==> src/rtl/pipe_dp_pkg.sv <==
// Shared definitions for the two-stage pipelined datapath: ALU opcodes,
// control-word field positions and the stage-2 control record.
package pipe_dp_pkg;

    localparam logic [3:0] FS_PASSA  = 4'b0000;
    localparam logic [3:0] FS_INC    = 4'b0001;
    localparam logic [3:0] FS_ADD    = 4'b0010;
    localparam logic [3:0] FS_ADDC   = 4'b0011;
    localparam logic [3:0] FS_ADDNB  = 4'b0100;
    localparam logic [3:0] FS_SUB    = 4'b0101;
    localparam logic [3:0] FS_DEC    = 4'b0110;
    localparam logic [3:0] FS_PASSA2 = 4'b0111;
    localparam logic [3:0] FS_AND    = 4'b1000;
    localparam logic [3:0] FS_OR     = 4'b1001;
    localparam logic [3:0] FS_XOR    = 4'b1010;
    localparam logic [3:0] FS_NOTA   = 4'b1011;
    localparam logic [3:0] FS_PASSB  = 4'b1100;
    localparam logic [3:0] FS_SHR    = 4'b1101;
    localparam logic [3:0] FS_SHL    = 4'b1110;
    localparam logic [3:0] FS_ZERO   = 4'b1111;

    // Control word layout, LSB upward: FL, RW, MD, FS[3:0], MB, BA, AA, DA
    localparam int CW_FL_BIT = 0;
    localparam int CW_RW_BIT = 1;
    localparam int CW_MD_BIT = 2;
    localparam int CW_FS_LSB = 3;
    localparam int CW_MB_BIT = 7;
    localparam int CW_BA_LSB = 8;

    function automatic int cwAaLsb(input int aw);
        return CW_BA_LSB + aw;
    endfunction

    function automatic int cwDaLsb(input int aw);
        return CW_BA_LSB + 2 * aw;
    endfunction

    function automatic int cwWidth(input int aw);
        return CW_BA_LSB + 3 * aw;
    endfunction

    typedef struct packed {
        logic       valid;
        logic [3:0] fs;
        logic       md;
        logic       rw;
        logic       fl;
    } s2_ctrl_t;

endpackage

==> src/rtl/pipe_datapath_if.sv <==
// Control-unit / memory-side bundle of the pipelined datapath.
interface pipe_datapath_if
    import pipe_dp_pkg::*;
#(
    parameter int W    = 16,
    parameter int NREG = 8
);
    localparam int AW = $clog2(NREG);

    logic                    VIN;
    logic                    HOLD;
    logic [cwWidth(AW)-1:0]  CTRWRD;
    logic [W-1:0]            Cin;
    logic [W-1:0]            Din;
    logic [W-1:0]            Adrout;
    logic [W-1:0]            Dout;
    logic                    V;
    logic                    C;
    logic                    N;
    logic                    Z;
    logic                    WB_VALID;
    logic [W-1:0]            WB_DATA;

    modport master (
        output VIN, HOLD, CTRWRD, Cin, Din,
        input  Adrout, Dout, V, C, N, Z, WB_VALID, WB_DATA
    );

    modport slave (
        input  VIN, HOLD, CTRWRD, Cin, Din,
        output Adrout, Dout, V, C, N, Z, WB_VALID, WB_DATA
    );

endinterface

==> src/rtl/pipe_alu.sv <==
// Combinational function unit: arithmetic, logic and single-bit shifts
// with carry/overflow/negative/zero status.
module pipe_alu
    import pipe_dp_pkg::*;
#(
    parameter int W = 16
) (
    input  logic [3:0]   i_fs,
    input  logic [W-1:0] i_a,
    input  logic [W-1:0] i_b,
    output logic [W-1:0] o_f,
    output logic         o_v,
    output logic         o_c,
    output logic         o_n,
    output logic         o_z
);

    logic [W-1:0] w_addB;
    logic         w_cin;
    logic [W:0]   w_sum;
    logic         w_ovf;

    // Every arithmetic op is A + operand + carry-in, so carry and overflow come from one adder
    always_comb begin
        w_addB = '0;
        w_cin  = 1'b0;
        case (i_fs)
            FS_INC:   w_cin = 1'b1;
            FS_ADD:   w_addB = i_b;
            FS_ADDC: begin
                w_addB = i_b;
                w_cin  = 1'b1;
            end
            FS_ADDNB: w_addB = ~i_b;
            FS_SUB: begin
                w_addB = ~i_b;
                w_cin  = 1'b1;
            end
            FS_DEC:   w_addB = '1;
            default:  ;
        endcase
    end

    assign w_sum = {1'b0, i_a} + {1'b0, w_addB} + {{W{1'b0}}, w_cin};
    assign w_ovf = (i_a[W-1] == w_addB[W-1]) && (w_sum[W-1] != i_a[W-1]);

    always_comb begin
        o_f = '0;
        o_c = 1'b0;
        o_v = 1'b0;
        if (!i_fs[3]) begin
            o_f = w_sum[W-1:0];
            o_c = w_sum[W];
            o_v = w_ovf;
        end else begin
            case (i_fs)
                FS_AND:   o_f = i_a & i_b;
                FS_OR:    o_f = i_a | i_b;
                FS_XOR:   o_f = i_a ^ i_b;
                FS_NOTA:  o_f = ~i_a;
                FS_PASSB: o_f = i_b;
                FS_SHR: begin
                    o_f = {1'b0, i_b[W-1:1]};
                    o_c = i_b[0];
                end
                FS_SHL: begin
                    o_f = {i_b[W-2:0], 1'b0};
                    o_c = i_b[W-1];
                end
                default:  o_f = '0;
            endcase
        end
    end

    assign o_n = o_f[W-1];
    assign o_z = ~|o_f;

endmodule

==> src/rtl/pipe_datapath.sv <==
// Two-stage register-file datapath: operand fetch with forwarding, then
// execute/writeback with optional memory load and flag update.
module pipe_datapath
    import pipe_dp_pkg::*;
#(
    parameter int W       = 16,
    parameter int NREG    = 8,
    parameter int ZERO_R0 = 0
) (
    input  logic           CLK,
    input  logic           RESET,
    pipe_datapath_if.slave bus
);

    localparam int AW     = $clog2(NREG);
    localparam int AA_LSB = cwAaLsb(AW);
    localparam int DA_LSB = cwDaLsb(AW);
    localparam bit Z0     = (ZERO_R0 != 0);

    logic [W-1:0]  r_regs [NREG];
    s2_ctrl_t      r_s2;
    logic [W-1:0]  r_s2A;
    logic [W-1:0]  r_s2B;
    logic [AW-1:0] r_s2Da;
    logic          r_v;
    logic          r_c;
    logic          r_n;
    logic          r_z;

    logic [AW-1:0] w_da;
    logic [AW-1:0] w_aa;
    logic [AW-1:0] w_ba;
    logic          w_mb;
    logic [3:0]    w_fs;
    logic          w_md;
    logic          w_rw;
    logic          w_fl;
    logic          w_s2Writes;
    logic          w_fwdA;
    logic          w_fwdB;
    logic [W-1:0]  w_opA;
    logic [W-1:0]  w_regB;
    logic [W-1:0]  w_opB;
    logic [W-1:0]  w_f;
    logic          w_aluV;
    logic          w_aluC;
    logic          w_aluN;
    logic          w_aluZ;
    logic [W-1:0]  w_busD;
    logic          w_commit;

    assign w_da = bus.CTRWRD[DA_LSB +: AW];
    assign w_aa = bus.CTRWRD[AA_LSB +: AW];
    assign w_ba = bus.CTRWRD[CW_BA_LSB +: AW];
    assign w_mb = bus.CTRWRD[CW_MB_BIT];
    assign w_fs = bus.CTRWRD[CW_FS_LSB +: 4];
    assign w_md = bus.CTRWRD[CW_MD_BIT];
    assign w_rw = bus.CTRWRD[CW_RW_BIT];
    assign w_fl = bus.CTRWRD[CW_FL_BIT];

    // Stage-2 result is forwarded even while held, since the write is still pending
    assign w_s2Writes = r_s2.valid & r_s2.rw;
    assign w_fwdA     = w_s2Writes && (r_s2Da == w_aa) && !(Z0 && (w_aa == '0));
    assign w_fwdB     = w_s2Writes && (r_s2Da == w_ba) && !(Z0 && (w_ba == '0));

    always_comb begin
        w_opA = r_regs[w_aa];
        if (Z0 && (w_aa == '0)) begin
            w_opA = '0;
        end else if (w_fwdA) begin
            w_opA = w_busD;
        end
    end

    always_comb begin
        w_regB = r_regs[w_ba];
        if (Z0 && (w_ba == '0)) begin
            w_regB = '0;
        end else if (w_fwdB) begin
            w_regB = w_busD;
        end
    end

    assign w_opB = w_mb ? bus.Cin : w_regB;

    pipe_alu #(.W(W)) u_alu (
        .i_fs (r_s2.fs),
        .i_a  (r_s2A),
        .i_b  (r_s2B),
        .o_f  (w_f),
        .o_v  (w_aluV),
        .o_c  (w_aluC),
        .o_n  (w_aluN),
        .o_z  (w_aluZ)
    );

    assign w_busD   = r_s2.md ? bus.Din : w_f;
    assign w_commit = w_s2Writes & ~bus.HOLD;

    always_ff @(posedge CLK) begin
        if (RESET) begin
            r_s2   <= '0;
            r_s2A  <= '0;
            r_s2B  <= '0;
            r_s2Da <= '0;
        end else if (!bus.HOLD) begin
            r_s2.valid <= bus.VIN;
            r_s2.fs    <= w_fs;
            r_s2.md    <= w_md;
            r_s2.rw    <= w_rw;
            r_s2.fl    <= w_fl;
            r_s2A      <= w_opA;
            r_s2B      <= w_opB;
            r_s2Da     <= w_da;
        end
    end

    always_ff @(posedge CLK) begin
        if (RESET) begin
            for (int i = 0; i < NREG; i++) begin
                r_regs[i] <= '0;
            end
        end else if (w_commit && !(Z0 && (r_s2Da == '0))) begin
            r_regs[r_s2Da] <= w_busD;
        end
    end

    // Flags always reflect the ALU result, even for a memory load
    always_ff @(posedge CLK) begin
        if (RESET) begin
            r_v <= 1'b0;
            r_c <= 1'b0;
            r_n <= 1'b0;
            r_z <= 1'b0;
        end else if (w_commit && r_s2.fl) begin
            r_v <= w_aluV;
            r_c <= w_aluC;
            r_n <= w_aluN;
            r_z <= w_aluZ;
        end
    end

    assign bus.Adrout   = w_opA;
    assign bus.Dout     = w_opB;
    assign bus.V        = r_v;
    assign bus.C        = r_c;
    assign bus.N        = r_n;
    assign bus.Z        = r_z;
    assign bus.WB_VALID = r_s2.valid;
    assign bus.WB_DATA  = w_busD;

endmodule

==> src/flat_wrapper.sv <==
// flat-port wrapper written by rule: the top's interface ports become plain ports
module pipe_datapath_flat import pipe_dp_pkg::*;
#(
    parameter int W       = 16,
    parameter int NREG    = 8,
    parameter int ZERO_R0 = 0
)
  (CLK, RESET, bus_VIN, bus_HOLD, bus_CTRWRD, bus_Cin, bus_Din, bus_Adrout, bus_Dout, bus_V, bus_C, bus_N, bus_Z, bus_WB_VALID, bus_WB_DATA);
  pipe_datapath_if #(.W(W), .NREG(NREG)) bus_i ();
  input  logic CLK;
  input  logic RESET;
  input wire logic [$bits(bus_i.VIN)-1:0] bus_VIN;
  input wire logic [$bits(bus_i.HOLD)-1:0] bus_HOLD;
  input wire logic [$bits(bus_i.CTRWRD)-1:0] bus_CTRWRD;
  input wire logic [$bits(bus_i.Cin)-1:0] bus_Cin;
  input wire logic [$bits(bus_i.Din)-1:0] bus_Din;
  output wire logic [$bits(bus_i.Adrout)-1:0] bus_Adrout;
  output wire logic [$bits(bus_i.Dout)-1:0] bus_Dout;
  output wire logic [$bits(bus_i.V)-1:0] bus_V;
  output wire logic [$bits(bus_i.C)-1:0] bus_C;
  output wire logic [$bits(bus_i.N)-1:0] bus_N;
  output wire logic [$bits(bus_i.Z)-1:0] bus_Z;
  output wire logic [$bits(bus_i.WB_VALID)-1:0] bus_WB_VALID;
  output wire logic [$bits(bus_i.WB_DATA)-1:0] bus_WB_DATA;
  assign bus_i.VIN = bus_VIN;
  assign bus_i.HOLD = bus_HOLD;
  assign bus_i.CTRWRD = bus_CTRWRD;
  assign bus_i.Cin = bus_Cin;
  assign bus_i.Din = bus_Din;
  assign bus_Adrout = bus_i.Adrout;
  assign bus_Dout = bus_i.Dout;
  assign bus_V = bus_i.V;
  assign bus_C = bus_i.C;
  assign bus_N = bus_i.N;
  assign bus_Z = bus_i.Z;
  assign bus_WB_VALID = bus_i.WB_VALID;
  assign bus_WB_DATA = bus_i.WB_DATA;
  pipe_datapath #(.W(W), .NREG(NREG), .ZERO_R0(ZERO_R0)) u_core (.CLK(CLK), .RESET(RESET), .bus(bus_i));
endmodule
==> config.mk <==
export PLATFORM = sky130hd
export DESIGN_NAME = pipe_datapath_flat
export DESIGN_NICKNAME = d
export VERILOG_FILES = /design/src/rtl/pipe_dp_pkg.sv /design/src/rtl/pipe_datapath_if.sv /design/src/rtl/pipe_alu.sv /design/src/rtl/pipe_datapath.sv /design/src/flat_wrapper.sv
export SDC_FILE = /design/constraint.sdc
export NUM_CORES = 1
export LEC_CHECK = 0
export BUFFER_PORTS_ARGS = -buffer_cell sky130_fd_sc_hd__buf_2
export CAP_MARGIN = 10
export CORE_ASPECT_RATIO = 1.75
export CORE_MARGIN = 3
export CORE_UTILIZATION = 55
export CTS_CLUSTER_SIZE = 20
export DETAILED_ROUTE_END_ITERATION = 12
export PLACE_DENSITY = 0.72
export SLEW_MARGIN = 10
export SYNTH_ARGS = -nofsm -noshare
export SYNTH_HDL_FRONTEND = slang
export SYNTH_SLANG_ARGS = --single-unit
==> constraint.sdc <==
create_clock -name CLK -period 6.1 [get_ports CLK]
set_clock_uncertainty 0.1 [all_clocks]
set_input_delay 1.22 -clock CLK [delete_from_list [all_inputs] [get_ports CLK]]
set_output_delay 1.22 -clock CLK [all_outputs]
set_load 0.05 [all_outputs]
==> metrics.md <==
| Metric | Value |
|---|---|
| Status | `finished clean` |
| Total routed wire length on the met1 layer | `13.12 mm` |
| Worst Hold End | `u_core.bus.C` |
| CTS tree | `built` |
| Via count | `9811` |
| CTS Buffer Depth | `2` |
| Worst-case register-to-register setup slack | `1970 ps` |
| Wire length on met2 | `19.88 mm` |
| N_diodes | `0` |
| Commonest non-fill, non-tap cells in the layout | `194 x nor2_1, 128 x edfxtp_1, 105 x buf_2` |
| HPWL after DPL | `27.82 mm` |
| DIE HEIGHT | `200.8 um` |
| Largest net degree at the start of global routing | `44` |
| WP data required | `4780 ps` |
| Post-Syn Nets | `1249` |
| Endpoint class of the critical path | `primary output` |
| Rows | `70` |
| Max-slew violations | `0` |
| Top FF cell, synth | `edfxtp_1` |
| Cell Area, Synth | `11930 sq um` |
| Initial antenna violation count | `0` |
| Placed insts | `1480` |
| Commonest non-fill, non-tap cell in the layout | `nor2_1` |
| Number of global-route vias before repair | `9841` |
| Flops & latches, synth | `175` |
| Distinct cells, synth | `87` |
| Clock power share | `34.2%` |
| Met3 WL post-DR | `2.410 mm` |
| Clock slew seen by the registers of the worst setup and hold paths | `70 ps` |
| F_max | `172.1 MHz` |
| Max-cap violations | `0` |
| Initial core utilization | `56.50%` |
| Hold WC Path Type | `flip-flop to flip-flop` |
| Fin. Hold Viols | `0` |
| Hold Buf Count CTS | `0` |
| Share of power burned in combinational logic | `24.4%` |
| Routed Antenna Nets | `0` |
| First-pass GRT wire length | `58.00 mm` |
| Num CTS Buffers | `17` |
| Core ar. | `21110 sq um` |
| Root Buffer | `clkbuf_16` |
| Hold Crit Depth | `2` |
| Cell area after layout | `13290 sq um` |
| Multi-input logic area | `6465 sq um` |
| Share of synthesized registers carrying an async set or reset | `0%` |
| Top-Level Pins | `106` |
| CTS H-tree lvls | `4` |
| Relative slew slack | `31.37%` |
| Mapped Cells | `1147` |
| Switching Fraction | `32.79%` |
| CTS sink cnt | `175` |
| Internal power | `2.231 mW` |
| Share of cells above drive strength 1 | `23.61%` |
| Dpl ws | `718.7 ps` |
| R2r worst-path depth | `13` |
| Sequential-to-total area share from yosys stat | `40.12%` |
| Fin crit share | `95.25%` |
| Reg2reg end | `u_core.r_s2B[13]` |
| Nets | `1313` |
| Pre-Repair DR Iteration Count | `6` |
| Kind of critical path | `flip-flop to primary output` |
| Highest metal used | `met4` |
| FF+latch area | `4790 sq um` |
| Final WS setup | `289.7 ps` |
| Synthesis-to-finish area growth | `11.47%` |
| Number of cells in the finished layout apart from fillers | `1512` |
| DIE AREA | `23550 sq um` |
| Synthesized area per cell | `10.40 sq um` |
| Worst-skew pair later-pin latency | `450 ps` |
| Worst hold start | `u_core.bus.C` |
| Pwr/cell area | `249.7 nW/um^2` |
| Port Buffers | `105` |
| Sequential cell fraction of total power | `41.4%` |
| Post-CTS sizing | `0` |
| GP Congestion | `1.049` |
| VDD IR max | `0.2231 mV` |
| Drt via density | `6.489` |
| Postcts setup bufs | `0` |
| Setup TNS | `0 ps` |
| Global route overflow | `0` |
| Placed cell area | `12680 sq um` |
| Total power | `3.319 mW` |
| Fin util | `62.98%` |
| Final setup vio count | `0` |
| Die width | `117.3 um` |
| Leak | `5.265 nW` |
| GRT Total Usage | `32.72%` |
| Filler cell count | `1727` |
| Critical-path maximum fanout | `16` |
| Starting DRT DRC Count | `965` |
| EDFF count, synth | `128` |
| Critical Path AT | `4490 ps` |
| RR Startpoint | `u_core.r_s2[5]` |
| Worst hold slack | `357.2 ps` |
| NetSw | `1.088 mW` |
| Unrepaired setup endpoints after global routing | `no` |
| Synthesis warning total | `0` |
| DRT Wirelength | `38.59 mm` |
| Worst-margin pin slew | `1001 ps` |
| Min Clock Period, post-route | `5810 ps` |
| Routed len/inst | `25.52 um` |
| Residual DRC | `0` |
| Setup crit start | `u_core.r_s2[5]` |
| Crit path launch type | `flip-flop` |
synth_stat cells, types with 7 or more instances:
| cell | n | share of area [%] |
|---|---|---|
| mux2_2 | 9 | 0.85 |
| buf_4 | 7 | 0.44 |
| edfxtp_1 | 128 | 32 |
| a211oi_1 | 48 | 3.0 |
| a221oi_1 | 8 | 0.59 |
| mux4_2 | 66 | 12 |
| ha_1 | 47 | 4.9 |
| nor2_1 | 194 | 6.1 |
| xor2_1 | 7 | 0.51 |
| inv_1 | 56 | 1.8 |
| o31ai_1 | 7 | 0.44 |
| nor2b_1 | 33 | 1.7 |
| o211ai_1 | 7 | 0.44 |
| buf_2 | 34 | 1.4 |
| mux2i_1 | 62 | 5.2 |
| a21oi_1 | 53 | 2.2 |
| o21a_1 | 18 | 1.1 |
| nand3_1 | 14 | 0.59 |
| clkbuf_1 | 51 | 1.6 |
| dfxtp_1 | 47 | 7.9 |
| nand2_1 | 67 | 2.1 |
| nand2b_1 | 12 | 0.63 |
| o21ai_0 | 22 | 0.92 |
| a21o_1 | 13 | 0.82 |
| buf_6 | 7 | 0.66 |
per-layer routing:
layer  vias up  track usage [%]
li1       4363                -
met1      4817            35.73
met2       472            57.49
met3       159            5.075
met4         0            23.53
met5         -                0
registers in the layout, indices dropped and copies added, names as in the netlist:
name,cells
u_core.bus.N,1
u_core.r_s2A,16
u_core.bus.Z,1
u_core.r_s2Da,3
u_core.r_regs,128
u_core.r_s2,7
u_core.bus.WB_VALID,1
u_core.bus.V,1
u_core.r_s2B,16
u_core.bus.C,1
power groups by stage:
stage	combinational, mW	clock, mW	sequential (mW)
after floorplan	0.586	0	1.37
after global placement	0.791	0	1.39
after detailed placement	0.797	0	1.40
after CTS	0.800	1.15	1.37
after global routing	0.859	1.18	1.38
final	0.811	1.14	1.37
layout make-up:
| class | instances | share of cell area (%) |
|---|---|---|
| Clock buffer | 18 | 3.229 |
| Clock inverter | 14 | 1.224 |
| Inverter | 60 | 1.694 |
| Multi-Input combinational cell | 809 | 48.64 |
| Sequential cell | 175 | 36.03 |
| Tap cell | 288 | 2.711 |
| Timing Repair Buffer | 148 | 6.476 |
worst max-delay path by stage:
stage,end,slack [ps]
finish,bus_Adrout[13],290
global route,bus_Dout[12],60
CTS,bus_Adrout[14],190
detailed placement,bus_Adrout[14],720
floorplan,bus_Dout[14],660
global placement,bus_WB_DATA[14],750
critical path, cell delays in order (launching register included):
cell and delay [ps]:
dfxtp_4 460, inv_2 140, o21ai_1 150, buf_4 260, nor2_1 90, ha_1 460, nand4_1 370, a2111oi_2 810
o21a_1 200, nor4b_2 50, buf_4 200, a21oi_1 470, buf_2 370
cell families (layout without fill, tap and decap cells):
kind of cell / after synthesis / count (layout) / synth area share, %
mux: 137 / 137 / 18.52
xor+xnor: 11 / 11 / 0.8079
compound gates: 248 / 248 / 15.05
fa+ha+maj: 49 / 49 / 5.267
simple gates: 364 / 364 / 14.08
flops: 175 / 175 / 40.12
buf+inv: 163 / 240 / 6.159
(Power assumes the default switching activity.)
